`src/rtl/in_bits.sv`:
```
`default_nettype none
// ============================================================================
//  Module   : in_bits
//  Purpose  : Arithmetic-decoder bit intake. Finds the common leading bits of
//             the interval bounds, shifts them out (upper refilled with 1s,
//             lower refilled with 0s) and shifts the code register by the
//             same count, refilling it from a buffered compressed bitstream.
//  Revision : 1.0  initial release
// ============================================================================
module in_bits #(
    parameter int WIDTH = 16
) (
    input  logic                             clk,
    input  logic                             rst,
    input  logic [WIDTH-1:0]                 word_in,
    input  logic                             word_valid,
    input  logic                             word_last,
    output logic                             word_ready,
    input  logic [WIDTH-1:0]                 data_upper_in,
    input  logic [WIDTH-1:0]                 data_lower_in,
    input  logic                             bounds_valid,
    output logic                             bounds_ready,
    output logic [WIDTH-1:0]                 data_upper_out,
    output logic [WIDTH-1:0]                 data_lower_out,
    output logic [WIDTH-1:0]                 code_out,
    output logic [$clog2(WIDTH+1)-1:0]       shift_count,
    output logic                             out_valid
);

    localparam int CW = $clog2(WIDTH + 1);      // shift count width
    localparam int FW = $clog2(2 * WIDTH + 1);  // reservoir fill width

    typedef enum logic [1:0] {
        ST_INIT  = 2'd0,
        ST_IDLE  = 2'd1,
        ST_STALL = 2'd2,
        ST_DONE  = 2'd3
    } state_t;

    state_t                 r_state;
    state_t                 w_state_next;
    logic [2*WIDTH-1:0]     r_res;
    logic [FW-1:0]          r_fill;
    logic                   r_last_seen;
    logic [WIDTH-1:0]       r_code;
    logic [WIDTH-1:0]       r_req_upper;
    logic [WIDTH-1:0]       r_req_lower;
    logic [WIDTH-1:0]       r_upper_out;
    logic [WIDTH-1:0]       r_lower_out;
    logic [WIDTH-1:0]       r_code_out;
    logic [CW-1:0]          r_shift_cnt;

    logic                   w_word_acc;
    logic [WIDTH-1:0]       w_sel_upper;
    logic [WIDTH-1:0]       w_sel_lower;
    logic [WIDTH-1:0]       w_xor;
    logic [CW-1:0]          w_lzc;
    logic                   w_found;
    logic                   w_bits_ok;
    logic                   w_capture;
    logic                   w_do_init;
    logic                   w_do_shift;
    logic [CW-1:0]          w_consume;
    logic [2*WIDTH-1:0]     w_res_cons;
    logic [FW-1:0]          w_fill_cons;
    logic [2*WIDTH-1:0]     w_res_next;
    logic [FW-1:0]          w_fill_next;
    logic [2*WIDTH-1:0]     w_code_cat;
    logic [2*WIDTH-1:0]     w_upper_cat;
    logic [2*WIDTH-1:0]     w_lower_cat;

    assign word_ready   = (r_fill <= FW'(WIDTH)) && !r_last_seen;
    assign w_word_acc   = word_valid && word_ready;
    assign bounds_ready = (r_state == ST_IDLE);
    assign out_valid    = (r_state == ST_DONE);

    // A fresh request is evaluated straight from the inputs; a stalled one
    // is replayed from the captured copy.
    assign w_sel_upper = (r_state == ST_IDLE) ? data_upper_in : r_req_upper;
    assign w_sel_lower = (r_state == ST_IDLE) ? data_lower_in : r_req_lower;
    assign w_xor       = w_sel_upper ^ w_sel_lower;

    // Leading-zero count of upper^lower; equal bounds give the full width.
    always_comb begin
        w_lzc   = CW'(WIDTH);
        w_found = 1'b0;
        for (int i = WIDTH - 1; i >= 0; i--) begin
            if (!w_found && w_xor[i]) begin
                w_lzc   = CW'(WIDTH - 1 - i);
                w_found = 1'b1;
            end
        end
    end

    // Enough buffered bits, or the stream has ended and zeros pad the tail.
    assign w_bits_ok = (r_fill >= FW'(w_lzc)) || r_last_seen;

    // Next-state and per-cycle control decisions.
    always_comb begin
        w_state_next = r_state;
        w_capture    = 1'b0;
        w_do_init    = 1'b0;
        w_do_shift   = 1'b0;
        w_consume    = '0;
        case (r_state)
            ST_INIT: begin
                if ((r_fill >= FW'(WIDTH)) || r_last_seen) begin
                    w_do_init    = 1'b1;
                    w_consume    = CW'(WIDTH);
                    w_state_next = ST_IDLE;
                end
            end
            ST_IDLE: begin
                if (bounds_valid) begin
                    w_capture = 1'b1;
                    if (w_bits_ok) begin
                        w_do_shift   = 1'b1;
                        w_consume    = w_lzc;
                        w_state_next = ST_DONE;
                    end else begin
                        w_state_next = ST_STALL;
                    end
                end
            end
            ST_STALL: begin
                if (w_bits_ok) begin
                    w_do_shift   = 1'b1;
                    w_consume    = w_lzc;
                    w_state_next = ST_DONE;
                end
            end
            ST_DONE: begin
                w_state_next = ST_IDLE;
            end
            default: begin
                w_state_next = ST_INIT;
            end
        endcase
    end

    // Reservoir update: drop consumed bits first, then append any accepted
    // word right below the surviving bits. Bits below the fill level are
    // always zero, which is what supplies the tail padding.
    always_comb begin
        w_res_cons  = r_res << w_consume;
        w_fill_cons = (r_fill >= FW'(w_consume)) ? (r_fill - FW'(w_consume)) : '0;
        w_res_next  = w_res_cons;
        w_fill_next = w_fill_cons;
        if (w_word_acc) begin
            w_res_next  = w_res_cons | ({word_in, {WIDTH{1'b0}}} >> w_fill_cons);
            w_fill_next = w_fill_cons + FW'(WIDTH);
        end
    end

    // Shifted results: the upper half of a double-width shift carries the
    // refill bits in from the low half, covering counts 0..WIDTH.
    assign w_code_cat  = {r_code, r_res[2*WIDTH-1:WIDTH]} << w_lzc;
    assign w_upper_cat = {w_sel_upper, {WIDTH{1'b1}}} << w_lzc;
    assign w_lower_cat = {w_sel_lower, {WIDTH{1'b0}}} << w_lzc;

    // State, reservoir, request capture and registered outputs.
    always_ff @(posedge clk) begin
        if (rst) begin
            r_state     <= ST_INIT;
            r_res       <= '0;
            r_fill      <= '0;
            r_last_seen <= 1'b0;
            r_code      <= '0;
            r_req_upper <= '0;
            r_req_lower <= '0;
            r_upper_out <= '0;
            r_lower_out <= '0;
            r_code_out  <= '0;
            r_shift_cnt <= '0;
        end else begin
            r_state <= w_state_next;
            r_res   <= w_res_next;
            r_fill  <= w_fill_next;
            if (w_word_acc && word_last) begin
                r_last_seen <= 1'b1;
            end
            if (w_capture) begin
                r_req_upper <= data_upper_in;
                r_req_lower <= data_lower_in;
            end
            if (w_do_init) begin
                r_code <= r_res[2*WIDTH-1:WIDTH];
            end
            if (w_do_shift) begin
                r_code      <= w_code_cat[2*WIDTH-1:WIDTH];
                r_code_out  <= w_code_cat[2*WIDTH-1:WIDTH];
                r_upper_out <= w_upper_cat[2*WIDTH-1:WIDTH];
                r_lower_out <= w_lower_cat[2*WIDTH-1:WIDTH];
                r_shift_cnt <= w_lzc;
            end
        end
    end

    assign data_upper_out = r_upper_out;
    assign data_lower_out = r_lower_out;
    assign code_out       = r_code_out;
    assign shift_count    = r_shift_cnt;

endmodule
`default_nettype wire

```
`config.mk`:
```
export PLATFORM = sky130hd
export DESIGN_NAME = in_bits
export DESIGN_NICKNAME = d
export VERILOG_FILES = /design/src/rtl/in_bits.sv
export SDC_FILE = /design/constraint.sdc
export NUM_CORES = 1
export LEC_CHECK = 0
export CAP_MARGIN = 20
export CORE_MARGIN = 3
export CORE_UTILIZATION = 46
export DETAILED_ROUTE_END_ITERATION = 10
export MAX_ROUTING_LAYER = met4
export PLACE_DENSITY = 0.66
export SETUP_SLACK_MARGIN = 0.05
export SLEW_MARGIN = 40
export SYNTH_ARGS = -nofsm -noshare
export SYNTH_HDL_FRONTEND = slang
export SYNTH_SLANG_ARGS = --single-unit
```
`constraint.sdc`:
```
create_clock -name clk -period 13 [get_ports clk]
set_input_delay 2.6 -clock clk [delete_from_list [all_inputs] [get_ports clk]]
set_output_delay 2.6 -clock clk [all_outputs]
set_load 0.02 [all_outputs]
```
==> impl_metrics.toml, run 1 <==
[cells_and_area]
antenna_cells = 0
layout-drive-gt1-share_pct = 11.3
nNetsFinal = 1717
area_growth_pct = 14.2
nFillCells = 2609

[logic_synthesis]
syn_nets = 1707
synth.mux.area_fraction_pct = 22.9
synthXorXnorAreaFrac_pct = 2.34
synth_edf_count = 0
synth_flop_cell = "dfxtp_1"
yosysWarningCount = 0
netlist_instances = 1639
ys_seq_elements = 142
synth_top_family_by_area = "compound AO/OA/AOI/OAI gates"
synth-simple-area-share_pct = 18.1
ys_types = 90
synth.avg_cell_area_sq_um = 7.75
ys_async_sr_fraction_pct = 0
synth-adder-area-share_pct = 1.54
synthesis.area_sq_um = 12700
synth-compound-area-share_pct = 26.6
yosysSeqAreaShare_pct = 22.4

[floorplan]
initial_core_util_pct = 47.0
row_count = 60
ios = 109
fp.dieH_um = 172
fp.coreArea_sq_um = 27000
die_x_um = 172
dieArea_sq_um = 29700

[routing]
viasPerCell = 6.83
first_pass_iters = 11
wirelength_um = 50400
vias = 13700
drcViolationCount = 1
ant_nets = 0
routedWlPerCell_um = 25.1
dr.first_iter.drc_count = 1815

[worst_setup_path]
max_stage_delay_ns = 0.88
crit_slowest_cell = "or4b_1"
path_class = "in -> reg"
arrival_ns = 10.78
endpoint_kind = "flip-flop"
cp.required_ns = 13.33
start_kind = "primary input"
critPathMaxFanout = 34

[timing]
max_freq_ghz = 0.0956
slew_viol_final = 0
finalCritPeriodShare_pct = 80.4
clock_skew_ns = 0.0141
worst_pin_slew_ns = 0.909
setup_viol = 0
fin_setup_tns_ns = 0
relSlewSlack_pct = 39.2
finalCriticalPeriod_ns = 10.46
fin_ws_ns = 2.54
hold_violations = 0
rsz0062_at_grt = "no"

[placement]
dp_hpwl_um = 35700
gp_congestion = 1.06
pre_cts_ws_ns = 2.09
io_buffers = 108

[global_route]
grt_overflow = 0
grt_max_degree = 69
grt_usage_pct = 34.0
grt_pass1_vias = 12900
antenna_found_initial = 0
grt_first_pass_wirelength_um = 76700

[flow_run]
drv_cap = 0

[cts]
cts_tree = "yes"
cts_num_sinks = 142
numCtsBuffers = 17
clk_pin_slew_ns = 0.07
clk_latency_ns = 0.43
cts_setup_buffers = 0
cts.repair.resized = 0
cts_root_buf = "clkbuf_16"
htreeDepth = 4
cts_buffer_depth = 2
cts_hold_buf = 0

[worst_hold_path]
hold_path_class = "reg -> reg"

[run_status]
violations = "design-rule violations"
status = "finished with violations"
## per-stage QoR
stage / area [sq um] / cells / util, % / hold slack [ns]
CTS: 14500 / 2002 / 53.6 / 0.459
finish: 14500 / 2003 / 53.7 / 0.457
detailed placement: 13800 / 1970 / 51.2 / 0.449
global route: 14500 / 2003 / 53.7 / 0.485
global placement: 13800 / 1970 / 51.1 / 0.446
floorplan: 12700 / 1639 / - / 0.458
## cell usage after synthesis (5+ instances only)
master	number	area [sq um]
a2111oi_0	5	43.8
a211o_1	12	105
a211oi_1	59	443
a21o_1	13	97.6
a21oi_1	126	631
a221oi_1	12	105
a22oi_1	24	180
a2bb2oi_1	5	43.8
a311oi_1	13	114
a31o_2	6	52.6
a31oi_1	31	194
a32oi_1	8	70.1
and2_1	13	81.3
and3_1	14	87.6
buf_1	16	60.1
buf_2	33	165
buf_4	7	52.6
clkbuf_1	86	323
dfxtp_1	142	2840
ha_1	14	175
inv_1	25	93.8
inv_2	7	26.3
mux2_2	64	721
mux2i_1	189	1890
mux4_2	12	270
nand2_1	217	815
nand2b_1	5	31.3
nand3_1	63	315
nand4_1	11	68.8
nor2_1	103	387
nor2b_1	8	50.1
nor3_1	32	160
nor4_1	7	43.8
o211ai_1	19	143
o21a_1	5	37.5
o21ai_0	76	380
o221ai_1	7	61.3
o22ai_1	18	113
o2bb2ai_1	5	43.8
o32ai_1	6	52.6
xnor2_1	22	193
xor2_1	12	105
## area by class of cell
| type | instances | area (sq um) | area share, % |
|---|---|---|---|
| clock buffers | 19 | 433 | 2.98 |
| repair buffers | 137 | 1320 | 9.09 |
| inverters | 34 | 134 | 0.922 |
| well taps | 341 | 427 | 2.94 |
| flip-flops and latches | 142 | 2840 | 19.6 |
| multi-input cells | 1317 | 9160 | 63.1 |
| clock inverters | 13 | 204 | 1.40 |
## worst paths after layout
check	start	to	slack, ns	depth (start not counted)
setup reg to reg	r_state[1]$_SDFFE_PP0P_	r_res[28]$_SDFF_PP0_	4.44	28
hold / removal	data_lower_out[8]$_SDFFE_PP0P_	data_lower_out[8]$_SDFFE_PP0P_	0.46	2
hold reg to reg	data_lower_out[8]$_SDFFE_PP0P_	data_lower_out[8]$_SDFFE_PP0P_	0.46	2
setup / recovery	data_lower_in[14]	r_res[28]$_SDFF_PP0_	2.54	27
## sequential cells by signal, indices dropped and copies added (netlist names)
name	count
code_out	16
data_lower_out	16
data_upper_out	16
r_code	16
r_fill	6
r_last_seen	1
r_req_lower	16
r_req_upper	16
r_res	32
r_state	2
shift_count	5
## cell usage in the layout, fill, tap and decap left out, types with 28 or more instances in the layout
master | Yosys | layout
buf_4 | 7 | 28
nor3_1 | 32 | 32
mux2_2 | 64 | 64
a31oi_1 | 31 | 31
mux2i_1 | 189 | 189
dfxtp_1 | 142 | 142
clkdlybuf4s50_1 | 0 | 107
nand3_1 | 63 | 63
o21ai_0 | 76 | 76
a21oi_1 | 126 | 125
a211oi_1 | 59 | 59
nand2_1 | 217 | 213
nor2_1 | 103 | 100
## critical path, delay by kind of cell
kind,cells,cell delay [ns]
simple gates,10,3.39
compound gates,8,1.91
buf+inv,4,1.37
fa+ha+maj,3,0.97
mux,1,0.30
xor+xnor,1,0.20
## cell families after synthesis
kind of cell,count (synthesis)
flip-flops,142
AND/OR/NAND/NOR,501
buffers and inverters,180
XOR/XNOR,34
adder cells (fa/ha/maj),15
AO/OA/AOI/OAI,500
multiplexers,267
## layer usage
layer  global-route usage (%)  wire [um]  up-vias  part of all wire (%)
met1                     44.7      21000     6503                    42
li1                         -          -     6167                     -
met3                     6.90       4870      152                   9.7
met5                        -          0        -                     0
met4                     13.3       2180        0                   4.3
met2                     51.4      22300      849                    44
Power of run 1 is not shown: default switching activity piles up to over one toggle a cycle in this logic, so the estimate is an artifact.
==> run 2, diff against run 1 <==
--- a/config.mk
+++ b/config.mk
@@ -10,7 +10,7 @@
 export CORE_UTILIZATION = 46
 export DETAILED_ROUTE_END_ITERATION = 10
 export MAX_ROUTING_LAYER = met4
-export PLACE_DENSITY = 0.66
+export PLACE_DENSITY = 0.68
 export SETUP_SLACK_MARGIN = 0.05
 export SLEW_MARGIN = 40
 export SYNTH_ARGS = -nofsm -noshare
==> constraint.sdc (replaced) <==
create_clock -name clk -period 8.82 [get_ports clk]
set_input_delay 1.764 -clock clk [delete_from_list [all_inputs] [get_ports clk]]
set_output_delay 1.764 -clock clk [all_outputs]
set_load 0.02 [all_outputs]
==> run 2 against run 1 <==
Compared with the run above:
- global-route usage increased by 0.96 points
- clock-buffer cell count decreased by 2
- hold slack worse by 0.0079 ns
- sequential share of layout area fell by 0.094 points
- register-to-register slack lost 2.5 ns
- critical path depth stayed put
- the flow now finishes without violations
- design area rose by 0.48%
==> impl_metrics.toml, run 2 (synthesis results as in run 1) <==
[worst_setup_path]
cp.required_ns = 9.20
cp.buffers_inverters = 5
endpoint_kind = "flip-flop"
path_class = "in -> reg"
cp_top_family = "compound AO/OA/AOI/OAI gates"
crit_slowest_cell = "or4b_1"
arrival_ns = 8.31
critPathMaxFanout = 14
start_kind = "primary input"
max_stage_delay_ns = 0.61

[cts]
cts_tree = "yes"
cts.repair.resized = 0
cts_hold_buf = 0
clk_latency_ns = 0.45
cts_num_sinks = 142
clk_pin_slew_ns = 0.08
cts_root_buf = "clkbuf_16"
cts_buffer_depth = 2
htreeDepth = 4
cts_setup_buffers = 0
numCtsBuffers = 17

[timing]
hold_violations = 0
finalCritPeriodShare_pct = 89.9
relSlewSlack_pct = 33.2
finalCriticalPeriod_ns = 7.93
rsz0062_at_grt = "no"
max_freq_ghz = 0.126
slew_viol_final = 0
setup_viol = 0
worst_pin_slew_ns = 0.999
fin_setup_tns_ns = 0
clock_skew_ns = 0.0118

[placement]
gp_congestion = 1.02
dp_hpwl_um = 36100
io_buffers = 108

[global_route]
grt_pass1_vias = 13000
antenna_found_initial = 1
grt_first_pass_wirelength_um = 78200
grt_max_degree = 67
grt_overflow = 0
grt_usage_pct = 35.0

[routing]
wirelength_met1_um = 21300
dr.first_iter.drc_count = 1941
drcViolationCount = 0
ant_nets = 0
viasPerCell = 6.82
first_pass_iters = 9
met2_length_um = 22300
maxUsedRoutingLayer = "met4"
met3_length_um = 5600
wirelength_um = 51700
routedWlPerCell_um = 25.5
vias = 13800

[floorplan]
fp.coreArea_sq_um = 27000
row_count = 60
dieArea_sq_um = 29700
ios = 109
fp.dieH_um = 172
die_x_um = 172
initial_core_util_pct = 47.0

[cells_and_area]
nNetsFinal = 1737
layout-drive-gt1-share_pct = 12.2
area_growth_pct = 14.8
largest_reg_flops = 32
antenna_cells = 0
layout_commonest_cell = "nand2_1"
layout_common_cells = "nand2_1, mux2i_1, dfxtp_1"
top_register = "r_res"

[flow_run]
drv_cap = 0

[run_status]
status = "complete, no violations"

[worst_hold_path]
hold_path_class = "reg -> reg"
[run 2: path summary, 6_finish.rpt]
check	from	end	slack, ns	depth (start not counted)
worst min-delay path	data_lower_out[9]$_SDFFE_PP0P_	data_lower_out[9]$_SDFFE_PP0P_	0.45	2
worst max register to register	r_state[1]$_SDFFE_PP0P_	r_res[22]$_SDFF_PP0_	1.95	28
worst max-delay path	data_lower_in[14]	r_res[22]$_SDFF_PP0_	0.89	27
worst min register to register	data_lower_out[9]$_SDFFE_PP0P_	data_lower_out[9]$_SDFFE_PP0P_	0.45	2
[run 2: layer usage]
layer  track usage, %  vias to the layer above
met3             8.21                      181
met4             14.3                        0
met2             52.1                      902
met1             45.7                     6502
met5                -                        -
li1                 -                     6211
[run 2: layout make-up]
class	count	area, sq um
Multi-Input combinational cell	1317	9140
Inverter	34	134
Clock inverter	15	173
Timing Repair Buffer	157	1450
Tap cell	341	427
Clock buffer	17	425
Sequential cell	142	2840
Fill cell	2546	12400
[run 2: tightest hold or removal path, cell delays in order (launching register included)]
cell     delay, ns
dfxtp_1       0.31
nand2_1       0.05
a21oi_1       0.05
[run 2: per-stage QoR]
stage | cells | hold slack (ns) | utilization (%) | setup slack [ns] | cell area, sq um
final | 2023 | 0.449 | 54.0 | 0.891 | 14600
after detailed placement | 1991 | 0.444 | 51.7 | 0.554 | 14000
after global routing | 2023 | 0.485 | 54.0 | 0.314 | 14600
after CTS | 2023 | 0.452 | 53.9 | 0.965 | 14600
after floorplan | 1639 | 0.458 | - | 0.617 | 12700
after global placement | 1991 | 0.441 | 51.7 | 0.718 | 14000
Power of run 2 is left out for the same reason.
==> run 3, diff against run 2 <==
--- a/config.mk
+++ b/config.mk
@@ -6,7 +6,7 @@
 export NUM_CORES = 1
 export LEC_CHECK = 0
 export CAP_MARGIN = 20
-export CORE_MARGIN = 3
+export CORE_MARGIN = 10
 export CORE_UTILIZATION = 46
 export DETAILED_ROUTE_END_ITERATION = 10
 export MAX_ROUTING_LAYER = met4
==> run 3 against run 2 <==
Compared with the run above:
- maximum frequency increased by 0.86%
- clock-buffer cell count unchanged
- critical path depth fell by 4
- worst setup slack gained 0.068 ns
- register-to-register slack better by 0.06 ns
- critical path type unchanged
==> impl_metrics.toml, run 3 (synthesis results as in run 1) <==
[cts]
numCtsBuffers = 17
cts_root_buf = "clkbuf_16"
cts_setup_buffers = 0
htreeDepth = 4
clk_latency_ns = 0.44
cts_hold_buf = 0
cts.repair.resized = 0
cts_num_sinks = 142
cts_buffer_depth = 2
clk_pin_slew_ns = 0.07
cts_tree = "yes"

[routing]
routedWlPerCell_um = 26.0
wirelength_um = 53300
viasPerCell = 6.76
ant_nets = 0
drcViolationCount = 0
first_pass_iters = 6
vias = 13900
dr.first_iter.drc_count = 1846

[timing]
slew_viol_final = 0
worst_pin_slew_ns = 0.877
max_freq_ghz = 0.127
rsz0062_at_grt = "no"
clock_skew_ns = 0.0146
hold_violations = 0
finalCritPeriodShare_pct = 89.1
fin_setup_tns_ns = 0
relSlewSlack_pct = 41.2
setup_viol = 0
finalCriticalPeriod_ns = 7.86

[worst_setup_path]
start_kind = "primary input"
critPathMaxFanout = 20
crit_chain = "clkdlybuf4s50_1, xor2_1, mux2i_1, or4b_1, nor4_4, inv_1, ha_1, o211ai_1, a211o_1, a21o_1, nor3_4, inv_2, ha_1, nor2b_1, o21a_1, o21a_1, o21ai_2, buf_4, mux2_2, nand3_1, nand2_1, o41ai_1, a31oi_1"
cp_top_family = "compound AO/OA/AOI/OAI gates"
cp.buffers_inverters = 4
crit_slowest_cell = "or4b_1"
path_class = "in -> reg"
cp.required_ns = 9.13
arrival_ns = 8.17
endpoint_kind = "flip-flop"
max_stage_delay_ns = 0.68

[placement]
gp_congestion = 1.03
dp_hpwl_um = 37600
io_buffers = 108

[global_route]
antenna_found_initial = 0
grt_usage_pct = 30.7
grt_max_degree = 75
grt_first_pass_wirelength_um = 80300
grt_pass1_vias = 13200
grt_overflow = 0

[floorplan]
row_count = 60
die_x_um = 186
dieArea_sq_um = 34700
fp.dieH_um = 186
initial_core_util_pct = 46.9
fp.coreArea_sq_um = 27100
ios = 109

[cells_and_area]
layout_common_cells = "nand2_1, mux2i_1, dfxtp_1"
multiInputGateArea_sq_um = 9140
largest_reg_flops = 32
top_register = "r_res"
layout_commonest_cell = "nand2_1"
nNetsFinal = 1735
antenna_cells = 0
seqCellArea_sq_um = 2840
layout-drive-gt1-share_pct = 12.2
nFillCells = 2612
area_growth_pct = 15.1

[run_status]
status = "complete, no violations"

[flow_run]
drv_cap = 0

[worst_hold_path]
hold_path_class = "reg -> reg"
## run 3: cell types whose count changed in the layout (fill, tap and decap cells not counted), sizes merged
cell,change
buf,-2
## run 3: layer usage
layer / part of all wire (%) / vias to the layer above / track usage, %
li1: - / 6192 / -
met1: 41 / 6656 / 39.3
met2: 44 / 874 / 45.9
met3: 11 / 149 / 6.97
met4: 3.9 / 0 / 12.2
met5: 0 / - / -
## run 3: tightest hold or removal path: cells and delay by family, from the launching register on
| family | cells | cell delay (ns) |
|---|---|---|
| AND/OR/NAND/NOR | 1 | 0.05 |
| AO/OA/AOI/OAI | 1 | 0.05 |
| flip-flops | 1 | 0.31 |
## run 3: final timing paths
| check | from | cells after the start | slack [ns] | to |
|---|---|---|---|---|
| min | shift_count[3]$_SDFFE_PP0P_ | 2 | 0.46 | shift_count[3]$_SDFFE_PP0P_ |
| max | data_lower_in[14] | 23 | 0.96 | r_res[26]$_SDFF_PP0_ |
| max reg2reg | r_state[1]$_SDFFE_PP0P_ | 24 | 2.01 | r_res[26]$_SDFF_PP0_ |
| min reg2reg | shift_count[3]$_SDFFE_PP0P_ | 2 | 0.46 | shift_count[3]$_SDFFE_PP0P_ |
## run 3: through the flow
| stage | instances | hold slack (ns) | utilization (%) | instance area [sq um] | setup WS [ns] |
|---|---|---|---|---|---|
| final | 2052 | 0.457 | 53.9 | 14600 | 0.959 |
| after global routing | 2052 | 0.489 | 53.9 | 14600 | 0.545 |
| after CTS | 2051 | 0.460 | 53.8 | 14600 | 1.03 |
| after detailed placement | 2019 | 0.449 | 51.6 | 14000 | 0.605 |
| after global placement | 2019 | 0.444 | 51.6 | 14000 | 0.678 |
| after floorplan | 1639 | 0.458 | - | 12700 | 0.617 |
## run 3: cell type report
class / instances / area share, %
Clock buffer: 17 / 2.91
Clock inverter: 15 / 1.15
Inverter: 34 / 0.907
Multi-Input combinational cell: 1317 / 62.5
Sequential cell: 142 / 19.4
Tap cell: 372 / 3.18
Timing Repair Buffer: 155 / 9.88
Power of run 3 is left out for the same reason.
==> edit 1 (config.mk and constraints of run 1) <==
Put one more register stage on the output `shift_count`, cleared by the reset. The value now appears one clock later. The other outputs are not delayed to match.
--- a/src/rtl/in_bits.sv
+++ b/src/rtl/in_bits.sv
@@ -199,7 +199,13 @@
     assign data_upper_out = r_upper_out;
     assign data_lower_out = r_lower_out;
     assign code_out       = r_code_out;
-    assign shift_count    = r_shift_cnt;
+    always_ff @(posedge clk) begin
+        if (rst) begin
+            shift_count <= '0;
+        end else begin
+            shift_count <= r_shift_cnt;
+        end
+    end
 
 endmodule
 `default_nettype wire
Formal check against the unedited RTL: not equivalent (Yosys sat finds a counterexample within 4 cycles, from zero or initial values and one cycle with rst high).
==> edit 1 against run 1 <==
Register-to-register slack lost 0.89 ns; synthesized area down 5.8%; synthesized cell count is 6.1% lower; design area decreased by 5.6%; maximum frequency is 5.4% lower; wire length down 7.8%; sequential cell count up 5; first-iteration DRC count decreased by 9.1%; count of clock-buffer cells in the layout down 2; die area decreased by 5.6%; setup slack worse by 0.59 ns; critical endpoint is now r_res[9]; largest cell class unchanged.
Power is left out: the tool's default activity adds up to more than one toggle a clock period on the data nets, which glitch-free logic cannot reach.
==> edit 1: results (changes against run 1) <==
[metrics] Via density: 6.78 (-0.69%)
[metrics] clock latency on the worst-skew pair: 0.45 ns (+0.02 ns)
[metrics] # diodes: 0 (unchanged)
[metrics] result of the run: finished, final reports clean
[metrics] placed standard-cell area: 13,100 sq um (-5.5%)
[metrics] drt initial violations: 1,650 (-9.1%)
[metrics] Largest Register: r_res
[metrics] total number of nets in the final design: 1,630 (-5.1%)
[metrics] path depth of the worst reg2reg path: 25 (-11%)
[metrics] maximum number of pins on one net before global-route repair: 72 (+4.3%)
[metrics] GPL Wtd Cong: 0.972 (-8.1%)
[metrics] via count of the first global-routing pass: 11,900 (-7.8%)
[metrics] most instantiated cells after synthesis: 209 x sky130_fd_sc_hd__nand2_1, 147 x sky130_fd_sc_hd__dfxtp_1, 118 x sky130_fd_sc_hd__a21oi_1
[metrics] startpoint of the worst hold path: code_out[11]
[metrics] Yosys Warn Count: 0 (unchanged)
[metrics] compound-cell area share of the yosys netlist: 26.1% (-0.45 points)
[metrics] cells taking the most area after synthesis: sky130_fd_sc_hd__dfxtp_1 25%, sky130_fd_sc_hd__mux2i_1 9.6%, sky130_fd_sc_hd__nand2_1 6.6%
[metrics] placed instance count: 1,872 (-5.0%)
[metrics] number of distinct library cells after synthesis: 86 (-4.4%)
[metrics] endpoint arrival time on the critical path: 11.41 ns (+0.63 ns)
[metrics] Routed Wire Length: 46.4 mm (-7.8%)
[metrics] drt first pass iters: 8 (-3)
[metrics] layout cells sized above 1: 10.6% (-0.71 points)
[metrics] mux cell area share after synthesis: 18.9% (-4.0 points)
[metrics] post-synthesis adder-cell area fraction: 1.63% (+0.095 points)
[metrics] Least-Margin Pin Slew: 0.949 ns (+0.0401 ns)
[metrics] sequential area share after synthesis: 24.6% (+2.2 points)
[metrics] number of filler instances in the final layout: 2,487 (-4.7%)
[metrics] area share of xor/xnor cells in the synthesized design: 2.49% (+0.15 points)
[metrics] register-to-register setup slack: 3.55 ns (-0.89 ns)
[metrics] clock transition at the registers of the reported paths: 0.07 ns (about the same)
[metrics] Fin Clk Skew: 0.0150 ns (+0.000831 ns)
[metrics] Worst path max stage delay: 0.79 ns (-0.09 ns)
[metrics] CP max-delay cell: sky130_fd_sc_hd__and4bb_1
[metrics] post-placement worst setup slack: 1.81 ns (-0.286 ns)
[metrics] sequential cell area: 2940 sq um (+3.5%)
[metrics] total number of vias: 12,900 (-5.5%)
[metrics] first-pass GRT wire length: 71.5 mm (-6.7%)
[metrics] gate count after technology mapping: 1,539 (-6.1%)
[metrics] Post-CTS Setup Inserts: 0 (unchanged)
[metrics] combined global-route utilization of all metal layers: 32.8% (-1.2 points)
[metrics] hold endpoint: code_out[11]
[metrics] DP HPWL: 33.0 mm (-7.4%)
[metrics] hold slack: 0.455 ns (-0.00133 ns)
[metrics] CP max FO: 28 (-18%)
[metrics] capture point of the worst reg-to-reg path: r_res[9]
-- edit 1: cell types whose count changed in the layout (fill, tap and decap cells not counted), sizes merged, moves of 8 or more --
cell,delta
a211o,-12
a211oi,-35
a21oi,-8
a221oi,+10
a31oi,-10
mux2,-28
mux2i,-72
mux4,+17
nand3,+20
nor2,+11
nor3,+12
o21ai,+11
o22ai,+9
-- edit 1: logic make-up (layout without fill, tap and decap cells) --
family,count (synthesis),in the layout
simple gates,540,540
mux,184,184
fa+ha+maj,15,15
flops,147,147
xor+xnor,34,34
buf+inv,155,191
compound gates,464,464
-- edit 1: area by class of cell --
| class | count | area share [%] |
|---|---|---|
| clock buffer | 17 | 3.10 |
| clock inverter | 15 | 1.21 |
| inverter | 27 | 0.758 |
| multi-input combinational | 1237 | 61.3 |
| sequential | 147 | 21.5 |
| tap | 330 | 3.01 |
| timing repair buffer | 132 | 9.16 |
-- edit 1: layer usage --
layer / up-vias / global-route usage (%) / part of all wire [%]
met5: - / - / 0
met4: 0 / 10.2 / 3.2
met3: 121 / 5.69 / 9.8
met2: 812 / 47.1 / 43
met1: 6153 / 47.0 / 44
li1: 5827 / - / -
-- edit 1: worst max-delay path by stage --
| stage | startpoint | endpoint | slack, ns | depth (start not counted) |
|---|---|---|---|---|
| floorplan | data_lower_in[9] | r_res[21] | 3.77 | 33 |
| global placement | data_upper_in[14] | r_res[9] | 2.13 | 24 |
| detailed placement | data_upper_in[14] | r_res[9] | 1.81 | 24 |
| CTS | data_upper_in[13] | r_res[9] | 2.24 | 24 |
| global route | data_lower_in[12] | r_res[9] | 1.49 | 24 |
| finish | data_lower_in[13] | r_res[9] | 1.95 | 24 |
==> edit 2 (settings of run 1) <==
Without the edit above. The parameter `WIDTH` goes from 16 to 8.
--- a/src/rtl/in_bits.sv
+++ b/src/rtl/in_bits.sv
@@ -8,7 +8,7 @@
 //  Revision : 1.0  initial release
 // ============================================================================
 module in_bits #(
-    parameter int WIDTH = 16
+    parameter int WIDTH = 8
 ) (
     input  logic                             clk,
     input  logic                             rst,
Ports: changed (7 resized); port bits go from 109 to 60. No check against the original RTL was run, so the function may have changed too.
==> edit 2 against run 1 <==
Synthesized area fell by 55%; wire length fell by 65%; synthesized cell count fell by 57%; non-clock buffer count shrank 72; via count is 59% lower; clock skew down 0.0056 ns; setup slack improved by 1.3 ns; design area fell by 54%; critical path depth down 3; sequential cell count is 66 lower; register-to-register slack better by 1.3 ns; critical path type unchanged; largest cell class unchanged; highest routed layer unchanged.
Power is left out: the tool's default activity adds up to more than one toggle a clock period on the data nets, which glitch-free logic cannot reach.
==> edit 2: results (changes against run 1) <==
[metrics] result of the run: finished, final reports clean
[metrics] layout cells sized above 1: 8.14% (-3.2 points)
[metrics] sequential area share after synthesis: 26.9% (+4.5 points)
[metrics] total number of vias: 5,621 (-59%)
[metrics] mux cell area share after synthesis: 18.8% (-4.1 points)
[metrics] DP HPWL: 12.3 mm (-66%)
[metrics] Least-Margin Pin Slew: 0.795 ns (-0.114 ns)
[metrics] TritonCTS Sinks: 76 (-46%)
[metrics] Port Buffer Count: 59 (-45%)
[metrics] drt first pass iters: 5 (-6)
[metrics] number of distinct library cells after synthesis: 70 (-22%)
[metrics] # diodes: 0 (unchanged)
[metrics] post-synthesis adder-cell area fraction: 2.96% (+1.4 points)
[metrics] worst hold path stage count: 1 (-1)
[metrics] clock latency on the worst-skew pair: 0.35 ns (-0.08 ns)
[metrics] synthesized netlist net count: 747 (-56%)
[metrics] CP max-delay cell: sky130_fd_sc_hd__inv_2
[metrics] compound-cell area share of the yosys netlist: 22.2% (-4.4 points)
[metrics] drt initial violations: 653 (-64%)
[metrics] combined global-route utilization of all metal layers: 26.3% (-7.7 points)
[metrics] first-pass GRT wire length: 27.7 mm (-64%)
[metrics] Max clock buf depth: 2 (unchanged)
[metrics] maximum number of pins on one net before global-route repair: 66 (-4.3%)
[metrics] Fin Clk Skew: 0.00854 ns (-0.00559 ns)
[metrics] path depth of the worst reg2reg path: 24 (-14%)
[metrics] endpoint arrival time on the critical path: 9.40 ns (-1.38 ns)
[metrics] flip-flop count of the largest register after layout: 16 (-50%)
[metrics] via count of the first global-routing pass: 5,243 (-59%)
[metrics] Worst path max stage delay: 0.60 ns (-0.28 ns)
[metrics] average wire length per cell after detail routing: 19.8 microns (-21%)
[metrics] most instantiated cells after synthesis: 99 x sky130_fd_sc_hd__nand2_1, 76 x sky130_fd_sc_hd__dfxtp_1, 76 x sky130_fd_sc_hd__mux2i_1
[metrics] GPL Wtd Cong: 0.941 (-11%)
[metrics] CTS H-tree depth: 3 (-1)
[metrics] cts bufs inserted: 9 (-8)
[metrics] total number of nets in the final design: 773 (-55%)
[metrics] kind of cell adding the most delay to the critical path: compound AO/OA/AOI/OAI gates
[metrics] cells taking the most area after synthesis: sky130_fd_sc_hd__dfxtp_1 27%, sky130_fd_sc_hd__mux2i_1 13%, sky130_fd_sc_hd__nand2_1 6.6%
[metrics] CP max FO: 37 (+8.8%)
[metrics] area share of xor/xnor cells in the synthesized design: 2.94% (+0.60 points)
## edit 2: path summary, 6_finish.rpt
kind                     startpoint                 to  slack [ns]
setup / recovery   data_lower_in[1]           r_res[1]        3.80
hold / removal    data_upper_out[6]  data_upper_out[6]        0.45
setup reg to reg         r_state[1]           r_res[1]        5.70
hold reg to reg   data_upper_out[6]  data_upper_out[6]        0.45
## edit 2: cells by family after synthesis
| family | count (synthesis) |
|---|---|
| flip-flops | 76 |
| AND/OR/NAND/NOR | 250 |
| adder cells (fa/ha/maj) | 13 |
| buffers and inverters | 71 |
| XOR/XNOR | 19 |
| AO/OA/AOI/OAI | 183 |
| multiplexers | 94 |
## edit 2: metal layers
metal | track usage [%] | vias up | part of all wire [%]
met4 | 7.26 | 0 | 1.4
met3 | 4.94 | 21 | 6.8
met2 | 39.3 | 224 | 45
li1 | - | 2664 | -
met5 | - | - | 0
met1 | 36.4 | 2712 | 47
## edit 2: area by class of cell
type | count | area [sq um]
fillers | 1074 | 5090
multi-input cells | 559 | 3840
flip-flops and latches | 76 | 1520
repair buffers | 65 | 631
clock buffers | 9 | 225
well taps | 143 | 179
clock inverters | 7 | 146
inverters | 21 | 78.8
## edit 2: stage by stage
step	std cells	utilization (%)	area (sq um)	hold slack [ns]	worst slack (ns)
2_1_floorplan	706	-	5660	0.449	4.84
3_3_place_gp	864	53.3	6240	0.435	3.06
3_5_place_dp	864	53.4	6250	0.438	2.79
4_1_cts	880	56.5	6620	0.453	3.18
5_1_grt	880	56.5	6620	0.464	3.28
6_report	880	56.5	6620	0.448	3.80
